### config.mk
export PLATFORM = sky130hd
export DESIGN_NAME = ahf_xlink_arb
export DESIGN_NICKNAME = d
export VERILOG_FILES = /design/src/rtl/ahf_xlink_arb.sv
export SDC_FILE = /design/constraint.sdc
export NUM_CORES = 1
export LEC_CHECK = 0
export CAP_MARGIN = 10
export CORE_ASPECT_RATIO = 0.6
export CORE_UTILIZATION = 55
export DETAILED_ROUTE_END_ITERATION = 10
export GPL_TIMING_DRIVEN = 1
export PLACE_DENSITY = 0.86
export SLEW_MARGIN = 15
export SYNTH_ARGS = -nofsm -noshare
export SYNTH_HDL_FRONTEND = slang
export SYNTH_SLANG_ARGS = --single-unit
### constraint.sdc
create_clock -name Clk_pin0 -period 10.1 [get_ports Clk_pin0]
set_input_delay 1.515 -clock Clk_pin0 [delete_from_list [all_inputs] [get_ports Clk_pin0]]
set_output_delay 1.515 -clock Clk_pin0 [all_outputs]
set_load 0.005 [all_outputs]
### src/rtl/ahf_xlink_arb.sv
// Three-source to three-mailbox message arbiter with round-robin grant and per-source four-phase Done.
// Latency: request sampled at edge N, mailboxes loaded and Done_out raised at edge N+1 when uncontended.
// Backpressure: a full mailbox (Mb_valid set) stalls the source in PEND until Rd frees it; no bypass.
module ahf_xlink_arb #(
  parameter int NCORE = 3,
  parameter int CNTW  = 16
) (
  input  logic                  Clk_pin0,
  input  logic                  Reset_pin,
  input  logic [3*NCORE-1:0]    Wr_mask,
  input  logic [14*NCORE-1:0]   Wr_data,
  output logic [NCORE-1:0]      Done_out,
  output logic [14*NCORE-1:0]   Mb_data,
  output logic [2*NCORE-1:0]    Mb_src,
  output logic [NCORE-1:0]      Mb_valid,
  input  logic [NCORE-1:0]      Rd,
  output logic [CNTW-1:0]       Xfer_cnt
);

  typedef enum logic [1:0] {S_IDLE, S_PEND, S_ACK} state_t;

  state_t                    st_q [NCORE];
  state_t                    st_d [NCORE];
  logic [NCORE-1:0][NCORE-1:0] pend_q, pend_d;
  logic [NCORE-1:0][13:0]    data_q, data_d;
  logic [NCORE-1:0]          done_q, done_d;
  logic [NCORE-1:0][13:0]    mb_data_q, mb_data_d;
  logic [NCORE-1:0][1:0]     mb_src_q, mb_src_d;
  logic [NCORE-1:0]          mb_valid_q, mb_valid_d;
  logic [1:0]                last_q, last_d;
  logic [CNTW-1:0]           xfer_cnt_q, xfer_cnt_d;

  logic [NCORE-1:0]          elig;
  logic                      gnt_vld;
  logic [1:0]                gnt_idx;
  logic [1:0]                cand;
  logic [NCORE-1:0]          ld;
  logic [1:0]                ld_cnt;
  logic [NCORE-1:0]          rem;

  function automatic logic [1:0] next_idx(input logic [1:0] a);
    return (a == 2'd2) ? 2'd0 : a + 2'd1;
  endfunction

  // A source competes only while it has a target whose mailbox is currently empty.
  always_comb begin
    elig = '0;
    for (int i = 0; i < NCORE; i++) begin
      elig[i] = (st_q[i] == S_PEND) && ((pend_q[i] & ~mb_valid_q) != '0);
    end
  end

  // Round-robin search starting just after the previous winner, wrapping once.
  always_comb begin
    gnt_vld = 1'b0;
    gnt_idx = 2'd0;
    cand    = next_idx(last_q);
    for (int k = 0; k < NCORE; k++) begin
      if (!gnt_vld && elig[cand]) begin
        gnt_vld = 1'b1;
        gnt_idx = cand;
      end
      cand = next_idx(cand);
    end
  end

  // Mailbox side: load the winner's empty targets; reads free a slot for the following edge only.
  always_comb begin
    ld         = gnt_vld ? (pend_q[gnt_idx] & ~mb_valid_q) : '0;
    ld_cnt     = 2'd0;
    mb_data_d  = mb_data_q;
    mb_src_d   = mb_src_q;
    mb_valid_d = mb_valid_q;
    for (int d = 0; d < NCORE; d++) begin
      ld_cnt        = ld_cnt + {1'b0, ld[d]};
      mb_valid_d[d] = (mb_valid_q[d] & ~Rd[d]) | ld[d];
      if (ld[d]) begin
        mb_data_d[d] = data_q[gnt_idx];
        mb_src_d[d]  = gnt_idx;
      end
    end
    xfer_cnt_d = xfer_cnt_q + CNTW'(ld_cnt);
    last_d     = gnt_vld ? gnt_idx : last_q;
  end

  // Per-source IDLE/PEND/ACK sequencing with four-phase Done.
  always_comb begin
    pend_d = pend_q;
    data_d = data_q;
    done_d = done_q;
    rem    = '0;
    for (int i = 0; i < NCORE; i++) begin
      st_d[i] = st_q[i];
      case (st_q[i])
        S_IDLE: begin
          if (Wr_mask[3*i +: 3] != 3'b000) begin
            pend_d[i] = Wr_mask[3*i +: 3];
            data_d[i] = Wr_data[14*i +: 14];
            st_d[i]   = S_PEND;
          end
        end
        S_PEND: begin
          if (gnt_vld && (gnt_idx == 2'(i))) begin
            rem       = pend_q[i] & ~ld;
            pend_d[i] = rem;
            if (rem == '0) begin
              st_d[i]   = S_ACK;
              done_d[i] = 1'b1;
            end
          end
        end
        S_ACK: begin
          if (Wr_mask[3*i +: 3] == 3'b000) begin
            done_d[i] = 1'b0;
            st_d[i]   = S_IDLE;
          end
        end
        default: st_d[i] = S_IDLE;
      endcase
    end
  end

  // State registers; reset drops all pending and mailboxed words at once.
  always_ff @(posedge Clk_pin0 or negedge Reset_pin) begin
    if (!Reset_pin) begin
      for (int i = 0; i < NCORE; i++) st_q[i] <= S_IDLE;
      pend_q     <= '0;
      data_q     <= '0;
      done_q     <= '0;
      mb_data_q  <= '0;
      mb_src_q   <= '0;
      mb_valid_q <= '0;
      last_q     <= 2'd2;
      xfer_cnt_q <= '0;
    end else begin
      for (int i = 0; i < NCORE; i++) st_q[i] <= st_d[i];
      pend_q     <= pend_d;
      data_q     <= data_d;
      done_q     <= done_d;
      mb_data_q  <= mb_data_d;
      mb_src_q   <= mb_src_d;
      mb_valid_q <= mb_valid_d;
      last_q     <= last_d;
      xfer_cnt_q <= xfer_cnt_d;
    end
  end

  assign Done_out = done_q;
  assign Mb_data  = mb_data_q;
  assign Mb_src   = mb_src_q;
  assign Mb_valid = mb_valid_q;
  assign Xfer_cnt = xfer_cnt_q;

endmodule

Word-level counts from Yosys, hierarchy flattened. Cells that the tools add are included.

Register bits: 129. Bits of input ports: 56. Output and inout bits: 70. Word-level logic and storage cells: 172.

$add $sub $neg: 6. Order comparisons: 4. Equal/unequal tests: 23. Muxes and demuxes: 56. Bitwise operators: 18. Reduce and logical (&&, ||, !) cells: 44.

Operators with widths (number): 2-bit two-way mux (18); 14-bit binary-select mux with 2-bit select (1); 3-bit two-way mux (8); 4-bit AND reduction (6); 3-bit AND (7); 3-bit zero test (6); 2-bit one-hot mux with 3 select lines (3); 3-bit one-hot mux with 2 select lines (3); 3-bit nonzero test (6); 16-bit by 2-bit adder with 16-bit output (1); 1-bit two-way mux (15); 2-bit equality test, second input constant (7); 14-bit two-way mux (1); 2-bit by 3-bit less-than comparator with 1-bit output, second input constant (4); 2-bit by 1-bit != test with 1-bit output, second input constant (6); 2-bit != test, second input constant (6); 2-bit nonzero test (6); 3-bit AND reduction (3); 2-bit by 1-bit equality test with 1-bit output, second input constant (4); 1-bit logical AND (8); 2-bit zero test (4); 2-bit by 1-bit adder with 2-bit output, second input constant (3); 1-bit binary-select mux with 2-bit select (3); 3-bit binary-select mux with 2-bit select (1); 9 further kinds (21).

Logic depth before layout (Yosys ltp). Gate-level depths: netlist of run 1.

Word-level depth: 23. Depth in mapped cells: 18. Gate-level depth less buffers: 15.

Least setup slack after synthesis of run 1. No wires, ideal clock.

Kind: register to register. Start point: register pend_q[4] (netlist bit). End point: register xfer_cnt_q[15] (netlist: Xfer_cnt[15]). Setup time: 0.123 ns. Arrival: 3.383 ns. Data required time: 9.977 ns. Setup slack: 6.594 ns. Cell stages (with the launch flop): 18. Path buffers: 2. Clock period less this slack: 3.506 ns. Cells stage by stage: dfrtp_1 > nor2b_2 > o31a_4 > o22ai_4 > buf_6 > a31o_1 > o21a_1 > buf_6 > inv_1 > fa_1 > inv_1 > ha_1 > a21o_1 > nand2_1 > or2_2 > nor2_1 > nand3_1 > xnor2_1.

Cells in the longest elaborated chain, start to end: 19. Elaborated cells between the ends (all ways): 26. Classes of those cells: add/sub (3); mux (15); bitwise (2); reduce/logical (6).

RTL lines: start, declared (line 24) `logic [NCORE-1:0][NCORE-1:0] pend_q, pend_d;`; start signal, assigned (line 137) `pend_q <= pend_d;`; 3-bit AND (line 49) `elig[i] = (st_q[i] == S_PEND) && ((pend_q[i] & ~mb_valid_q) != '0);`; 3-bit nonzero test (line 49); 1-bit logical AND (line 49); 1-bit binary-select mux with 2-bit select (line 59) `if (!gnt_vld && elig[cand]) begin`; 1-bit two-way mux (not written as such) (line 59); 1-bit two-way mux (line 59); 1-bit zero test (line 59); 1-bit logical AND (line 59); [... 4 more ...]; 3-bit binary-select mux with 2-bit select (line 69) `ld = gnt_vld ? (pend_q[gnt_idx] & ~mb_valid_q) : '0;`; 3-bit two-way mux (not written as such) (line 69); 3-bit AND (line 69); 3-bit two-way mux (*) (line 69); 1-bit by 1-bit adder with 2-bit output (line 75) `ld_cnt = ld_cnt + {1'b0, ld[d]};`; 2-bit by 1-bit adder with 2-bit output (*) (line 75); 16-bit by 2-bit adder with 16-bit output (*) (line 82) `xfer_cnt_d = xfer_cnt_q + CNTW'(ld_cnt);`; net xfer_cnt_d[15] (line 31) `logic [CNTW-1:0] xfer_cnt_q, xfer_cnt_d;`; end signal, assigned (line 144) `xfer_cnt_q <= xfer_cnt_d;`; end, declared (line 31).

The timed path passes the listed nets; every way through them passes the cells marked *. The select of a mux whose other input is x is not followed. A chain may end at the register's enable or synchronous reset.

Worst setup path after layout of run 1.
Start point: register st_q[3] (netlist bit). End point: register xfer_cnt_q[15] (netlist: Xfer_cnt[15]).

Cells in the longest elaborated chain, start to end: 18. Elaborated cells between the ends (all ways): 25. Classes of those cells: add/sub (3); eq/ne (1); mux (15); bitwise (1); reduce/logical (5).

RTL lines: start, declared (line 22) `state_t st_q [NCORE];`; 2-bit by 1-bit equality test with 1-bit output (*) (line 49); 1-bit logical AND (*) (line 49); 1-bit binary-select mux with 2-bit select (line 59); 1-bit two-way mux (not written as such) (line 59); 1-bit two-way mux (line 59); 1-bit zero test (line 59); 1-bit logical AND (line 59); 1-bit two-way mux (line 59); [... 3 more ...]; 3-bit binary-select mux with 2-bit select (line 69); 3-bit two-way mux (not written as such) (line 69); 3-bit AND (line 69); 3-bit two-way mux (*) (line 69); 1-bit by 1-bit adder with 2-bit output (line 75); 2-bit by 1-bit adder with 2-bit output (*) (line 75); 16-bit by 2-bit adder with 16-bit output (*) (line 82); net xfer_cnt_d[15] (line 31).

Marked as above.

==> impl_metrics.json, run 1 <==
{
  "fillCellCount": 610,
  "power_mw": 3.231,
  "tritoncts": "built",
  "critical_path.cell_chain": "nor2b_1 -> o31ai_2 -> nor3_4 -> a211oi_1 -> o31a_1 -> inv_1 -> fa_1 -> inv_1 -> ha_1 -> a21o_1 -> nand2_1 -> or2_2 -> nor2_1 -> nand3_1 -> xnor2_1",
  "holdBufCountCts": 0,
  "grt_pass1_vias": 4326,
  "status": "finished clean",
  "die_h_um": 81.40,
  "path_buf_inv": 2,
  "boundaryPins": 126,
  "final_common_cell": "dfrtp_1",
  "crit_path_end_kind": "flip-flop",
  "grt_max_degree": 87,
  "hold_class": "flip-flop to flip-flop",
  "rows": 28,
  "synthXorXnorAreaFrac_pct": 2.122,
  "ant_nets": 0,
  "required_ns": 10.40,
  "finClkSkew_ns": 0.006715,
  "min_path_cells": 1,
  "nNetsFinal": 635,
  "synth-edff-count": 0,
  "ys.flop_type": "dfrtp_1",
  "rsz0062_at_grt": "no",
  "area_delta_synth_final_pct": 34.38,
  "syn_avg_cell_area_um2": 13.13,
  "critical_path.top_delay_family": "simple AND/OR/NAND/NOR gates",
  "crit_top_cell": "inv_1",
  "final_hold_viol_count": 0,
  "gp_congestion": 0.8948,
  "port_buffers": 125,
  "clkSlewWorstSetupHoldPaths_ns": 0.06,
  "period_share_pct": 43.89,
  "netlist_area_um2": 5779,
  "core-area_um2": 10020,
  "num_vias": 4300,
  "wirelength_um": 15160,
  "crit_fanout": 23,
  "clock-root-buffer": "clkbuf_16",
  "tns_ns": 0,
  "synth_top_area_share_pct": 55.42,
  "slew_headroom_pct": 31.35,
  "vdd_drop_max_mv": 0.2210,
  "max_freq_mhz": 225.6,
  "h-tree-depth": 4,
  "yosys.area_share.simple_pct": 8.097,
  "synth_adder_area_share_pct": 1.126,
  "synth_area_leaders": "dfrtp_1 55%, mux2_2 13%, mux2_4 2.6%, a221o_1 2.4%, mux2_1 2.3%",
  "worst_pin_slew_ns": 1.026,
  "drv_slew": 0,
  "vias_per_cell": 5.947,
  "worstHoldStart": "Xfer_cnt[15]",
  "grt_util_all_layers_pct": 29.95,
  "reg2reg_setup_slack_ns": 5.67,
  "clockBufferDepth": 2,
  "timing.rr.end": "Xfer_cnt[15]",
  "initial_utilization_pct": 57.68,
  "grt.overflow.total": 0,
  "multi_input_area_um2": 2399,
  "period_minus_slack_ns": 4.433,
  "cts-resized-gates": 0,
  "r2r_start": "st_q[3]",
  "power_density_nw_per_um2": 416.1,
  "insertion_delay_ns": 0.41,
  "drt-initial-drc-count": 347,
  "synth_top_family_by_area": "multiplexers",
  "die_x_um": 134.3,
  "worstSetupPathType": "flip-flop to flip-flop",
  "seq_area_frac_synth_pct": 55.88,
  "synth_cell_types": 59,
  "grt_pass1_wl_um": 23780,
  "die_area_um2": 10930,
  "syn_nets": 500,
  "antenna_found_initial": 1,
  "layout-drive-gt1-share_pct": 22.49,
  "reg2reg_depth": 15,
  "cts_buffers": 17,
  "yosys_warnings": 0,
  "wire_per_inst_um": 20.97,
  "final-setup-viol-count": 0,
  "synth_compound_area_share_pct": 11.89,
  "synth_seq_cells": 129,
  "synthMuxAreaShare_pct": 17.99,
  "slowest_delay_ns": 0.90,
  "first_pass_iters": 5,
  "critPathSlowestCell": "nor3_4",
  "worstPathArrival_ns": 4.73,
  "route.detailed.drc": 0,
  "whs_endpoint": "Xfer_cnt[15]",
  "regArea_um2": 3229,
  "final_cell_mix": "128 x dfrtp_1, 124 x clkdlybuf4s50_1, 67 x mux2_2",
  "async_flop_share_pct": 100.0,
  "fin_util_pct": 77.51,
  "syn_inst": 440,
  "synth_top_cell_by_area": "dfrtp_1",
  "dp_hpwl_um": 10360,
  "p_leak_nw": 3.345,
  "post-cts-setup-buffers": 0,
  "startpoint_type": "flip-flop",
  "max_cap_violations": 0,
  "cts_sinks": 129
}
area by class of cell:
type                    count  share of cell area (%)
clock buffers              23                   6.283
multi-input cells         276                   30.88
clock inverters             8                   1.015
diodes                      1                 0.03222
repair buffers            134                   17.21
flip-flops and latches    129                   41.58
well taps                 135                   2.175
inverters                  17                  0.8217
flip-flops by register name, indices dropped and copies added, names as in the netlist:
signal	cells
Done_out	3
Mb_data	42
Mb_src	6
Mb_valid	3
Xfer_cnt	16
data_q	42
last_q	2
pend_q	9
st_q	6
metal layers:
metal,part of all wire (%),track usage [%],wire length (um),vias up
met3,9.8,9.051,1483,21
met1,47,42.50,7064,2160
li1,-,-,-,1894
met2,43,44.35,6450,225
met4,1.1,9.326,162,0
met5,0,0,0,-
worst register-to-register path, delay by kind of cell, from the launching register on:
kind,cells,cell delay (ns)
AND/OR/NAND/NOR,6,2.17
AO/OA/AOI/OAI,4,0.85
adder cells (fa/ha/maj),2,0.62
flip-flops,1,0.40
buffers and inverters,2,0.18
XOR/XNOR,1,0.13
worst max-delay path by stage:
stage	depth (start not counted)	start	to	slack, ns
2_1_floorplan	17	pend_q[4]	Xfer_cnt[15]	6.59
3_3_place_gp	15	st_q[3]	Xfer_cnt[15]	5.99
3_5_place_dp	15	st_q[3]	Xfer_cnt[15]	5.76
4_1_cts	15	st_q[3]	Xfer_cnt[15]	5.75
5_1_grt	15	st_q[3]	Xfer_cnt[15]	5.41
6_report	15	st_q[3]	Xfer_cnt[15]	5.67
cells in the mapped netlist (all sizes together), types with 3 or more instances:
| cell type | number |
|---|---|
| and3 | 19 |
| buf | 11 |
| nor2 | 13 |
| a21oi | 3 |
| nand2 | 19 |
| a22oi | 9 |
| dfrtp | 128 |
| xor2 | 5 |
| o31ai | 5 |
| nand3 | 4 |
| nor2b | 9 |
| mux2 | 89 |
| inv | 17 |
| a211oi | 3 |
| nand4 | 3 |
| o41ai | 3 |
| nor3 | 7 |
| nand2b | 7 |
| o31a | 4 |
| a221o | 14 |
| clkbuf | 7 |
| o21ai | 18 |
| xnor2 | 9 |
power by group:
part | internal (mW) | leakage (nW) | total [mW] | switching [mW]
Clock | 0.363 | 0.268 | 0.582 | 0.219
Combinational | 0.866 | 1.52 | 1.70 | 0.830
Sequential | 0.779 | 1.55 | 0.954 | 0.175
cells by family after synthesis:
| kind of cell | after synthesis |
|---|---|
| mux | 89 |
| fa+ha+maj | 4 |
| flops | 129 |
| simple gates | 88 |
| compound gates | 81 |
| xor+xnor | 14 |
| buf+inv | 35 |
metrics by stage:
stage,hold WS [ns],instance area (um^2),cells,worst slack [ns]
after global routing,0.5022,7764,722,5.411
after detailed placement,0.4743,7169,690,5.765
after CTS,0.4819,7736,721,5.748
after global placement,0.4686,7169,690,5.987
final,0.4729,7766,723,5.667
after floorplan,0.4683,5779,440,6.594
Note: power is estimated with default switching activity, not from simulation.
==> run 2: changes to the inputs <==
Settings changed: CORE_UTILIZATION 55 to 51, PLACE_DENSITY 0.86 to 0.8.
Clock period 10.1 ns to 4.5 ns, I/O delays scaled along.
==> impl_metrics.json, run 2 (synthesized netlist as in run 1, its figures left out) <==
{
  "clockBufferDepth": 2,
  "stdcell_area_um2": 7814,
  "area_delta_synth_final_pct": 35.20,
  "rsz0062_at_grt": "no",
  "cts-resized-gates": 0,
  "port_buffers": 125,
  "cts_buffers": 17,
  "antenna_found_initial": 0,
  "post-cts-setup-buffers": 0,
  "die_h_um": 84.46,
  "clkSlewWorstSetupHoldPaths_ns": 0.06,
  "holdBufCountCts": 0,
  "final_cells": 727,
  "power_mw": 7.388,
  "ant_nets": 0,
  "first_pass_iters": 5,
  "tns_ns": 0,
  "startpoint_type": "flip-flop",
  "layout-drive-gt1-share_pct": 22.96,
  "worstPathArrival_ns": 4.28,
  "diodes": 0,
  "regArea_um2": 3229,
  "initial_utilization_pct": 53.63,
  "finClkSkew_ns": 0.007938,
  "final_cell_mix": "128 x dfrtp_1, 124 x clkdlybuf4s50_1, 67 x mux2_2",
  "crit_fanout": 9,
  "grt_max_degree": 69,
  "timing.final.ws_setup_ns": 0.5212,
  "crit_path_end_kind": "flip-flop",
  "worstSetupPathType": "flip-flop to flip-flop",
  "num_vias": 4216,
  "gp_congestion": 0.9376,
  "p_leak_nw": 3.366,
  "grt_pass1_wl_um": 24700,
  "dp_cells": 695,
  "drv_slew": 0,
  "die_area_um2": 11780,
  "slew_headroom_pct": 34.41,
  "worst_pin_slew_ns": 0.9839,
  "route.detailed.drc": 0,
  "final_hold_viol_count": 0,
  "required_ns": 4.80,
  "cts_sinks": 129,
  "nNetsFinal": 635,
  "vdd_drop_max_mv": 0.4987,
  "power_density_nw_per_um2": 945.6,
  "h-tree-depth": 4,
  "drt-initial-drc-count": 326,
  "vias_per_cell": 5.799,
  "max_cap_violations": 0,
  "period_share_pct": 88.42,
  "wire_per_inst_um": 21.34,
  "die_x_um": 139.4,
  "clock-root-buffer": "clkbuf_16",
  "max_freq_mhz": 251.3,
  "place_ws_ns": 0.6072,
  "insertion_delay_ns": 0.41,
  "final_common_cell": "dfrtp_1",
  "wirelength_um": 15510,
  "hold_class": "input port to asynchronous set/reset pin",
  "core-area_um2": 10780,
  "grt_pass1_vias": 4426,
  "rows": 29,
  "status": "finished clean",
  "fillCellCount": 720,
  "tritoncts": "built",
  "grt.overflow.total": 0,
  "postPlaceCellArea_um2": 7194,
  "period_minus_slack_ns": 3.979,
  "multi_input_area_um2": 2399,
  "grt_util_all_layers_pct": 27.99,
  "final-setup-viol-count": 0,
  "boundaryPins": 126,
  "dp_hpwl_um": 10570
}
-- run 2: path summary, 6_finish.rpt --
kind / cells past startpoint / end / slack, ns / startpoint
worst max-delay path: 15 / Xfer_cnt[15] / 0.52 / st_q[3]
worst min-delay path: 1 / pend_q[2] / 0.37 / Reset_pin
worst max register to register: 15 / Xfer_cnt[15] / 0.52 / st_q[3]
worst min register to register: 1 / Mb_data[15] / 0.49 / Mb_data[15]
max in group asynchronous: 2 / last_q[1] / 3.31 / Reset_pin
min in group Clk_pin0: 1 / Mb_data[15] / 0.49 / Mb_data[15]
-- run 2: cell type report --
class	instances	area share (%)
Clock buffer	18	5.620
Clock inverter	14	2.306
Inverter	17	0.8167
Multi-Input combinational cell	276	30.70
Sequential cell	129	41.33
Tap cell	139	2.226
Timing Repair Buffer	134	17.01
-- run 2: through the flow --
stage               util (%)  hold WS [ns]
finish                 72.51        0.3722
detailed placement     66.76        0.4764
global route           72.51        0.4386
floorplan                  -        0.3794
global placement       66.76        0.4672
CTS                    72.51        0.3993
-- run 2: report_power, final --
group / total (mW) / switching [mW] / internal, mW / leakage (nW)
sequential: 2.14 / 0.391 / 1.75 / 1.55
clock: 1.44 / 0.544 / 0.895 / 0.291
combinational: 3.81 / 1.87 / 1.94 / 1.52
-- run 2: per-layer routing --
metal / part of all wire (%) / GRT usage (%) / vias up
li1: - / - / 1900
met1: 48 / 40.72 / 2141
met2: 42 / 39.84 / 161
met3: 9.4 / 9.698 / 14
met4: 0.94 / 7.273 / 0
met5: 0 / 0 / -
-- run 2: critical path, stage by stage (launching register included) --
cell and delay, ns:
dfrtp_1 0.40, nor2b_1 0.49, o31ai_2 0.30, nor3_4 0.47, a211oi_1 0.10, o31a_1 0.28, inv_1 0.09, fa_1 0.41
inv_1 0.06, ha_1 0.18, a21o_1 0.13, nand2_1 0.11, or2_2 0.37, nor2_1 0.21, nand3_1 0.13, xnor2_1 0.14
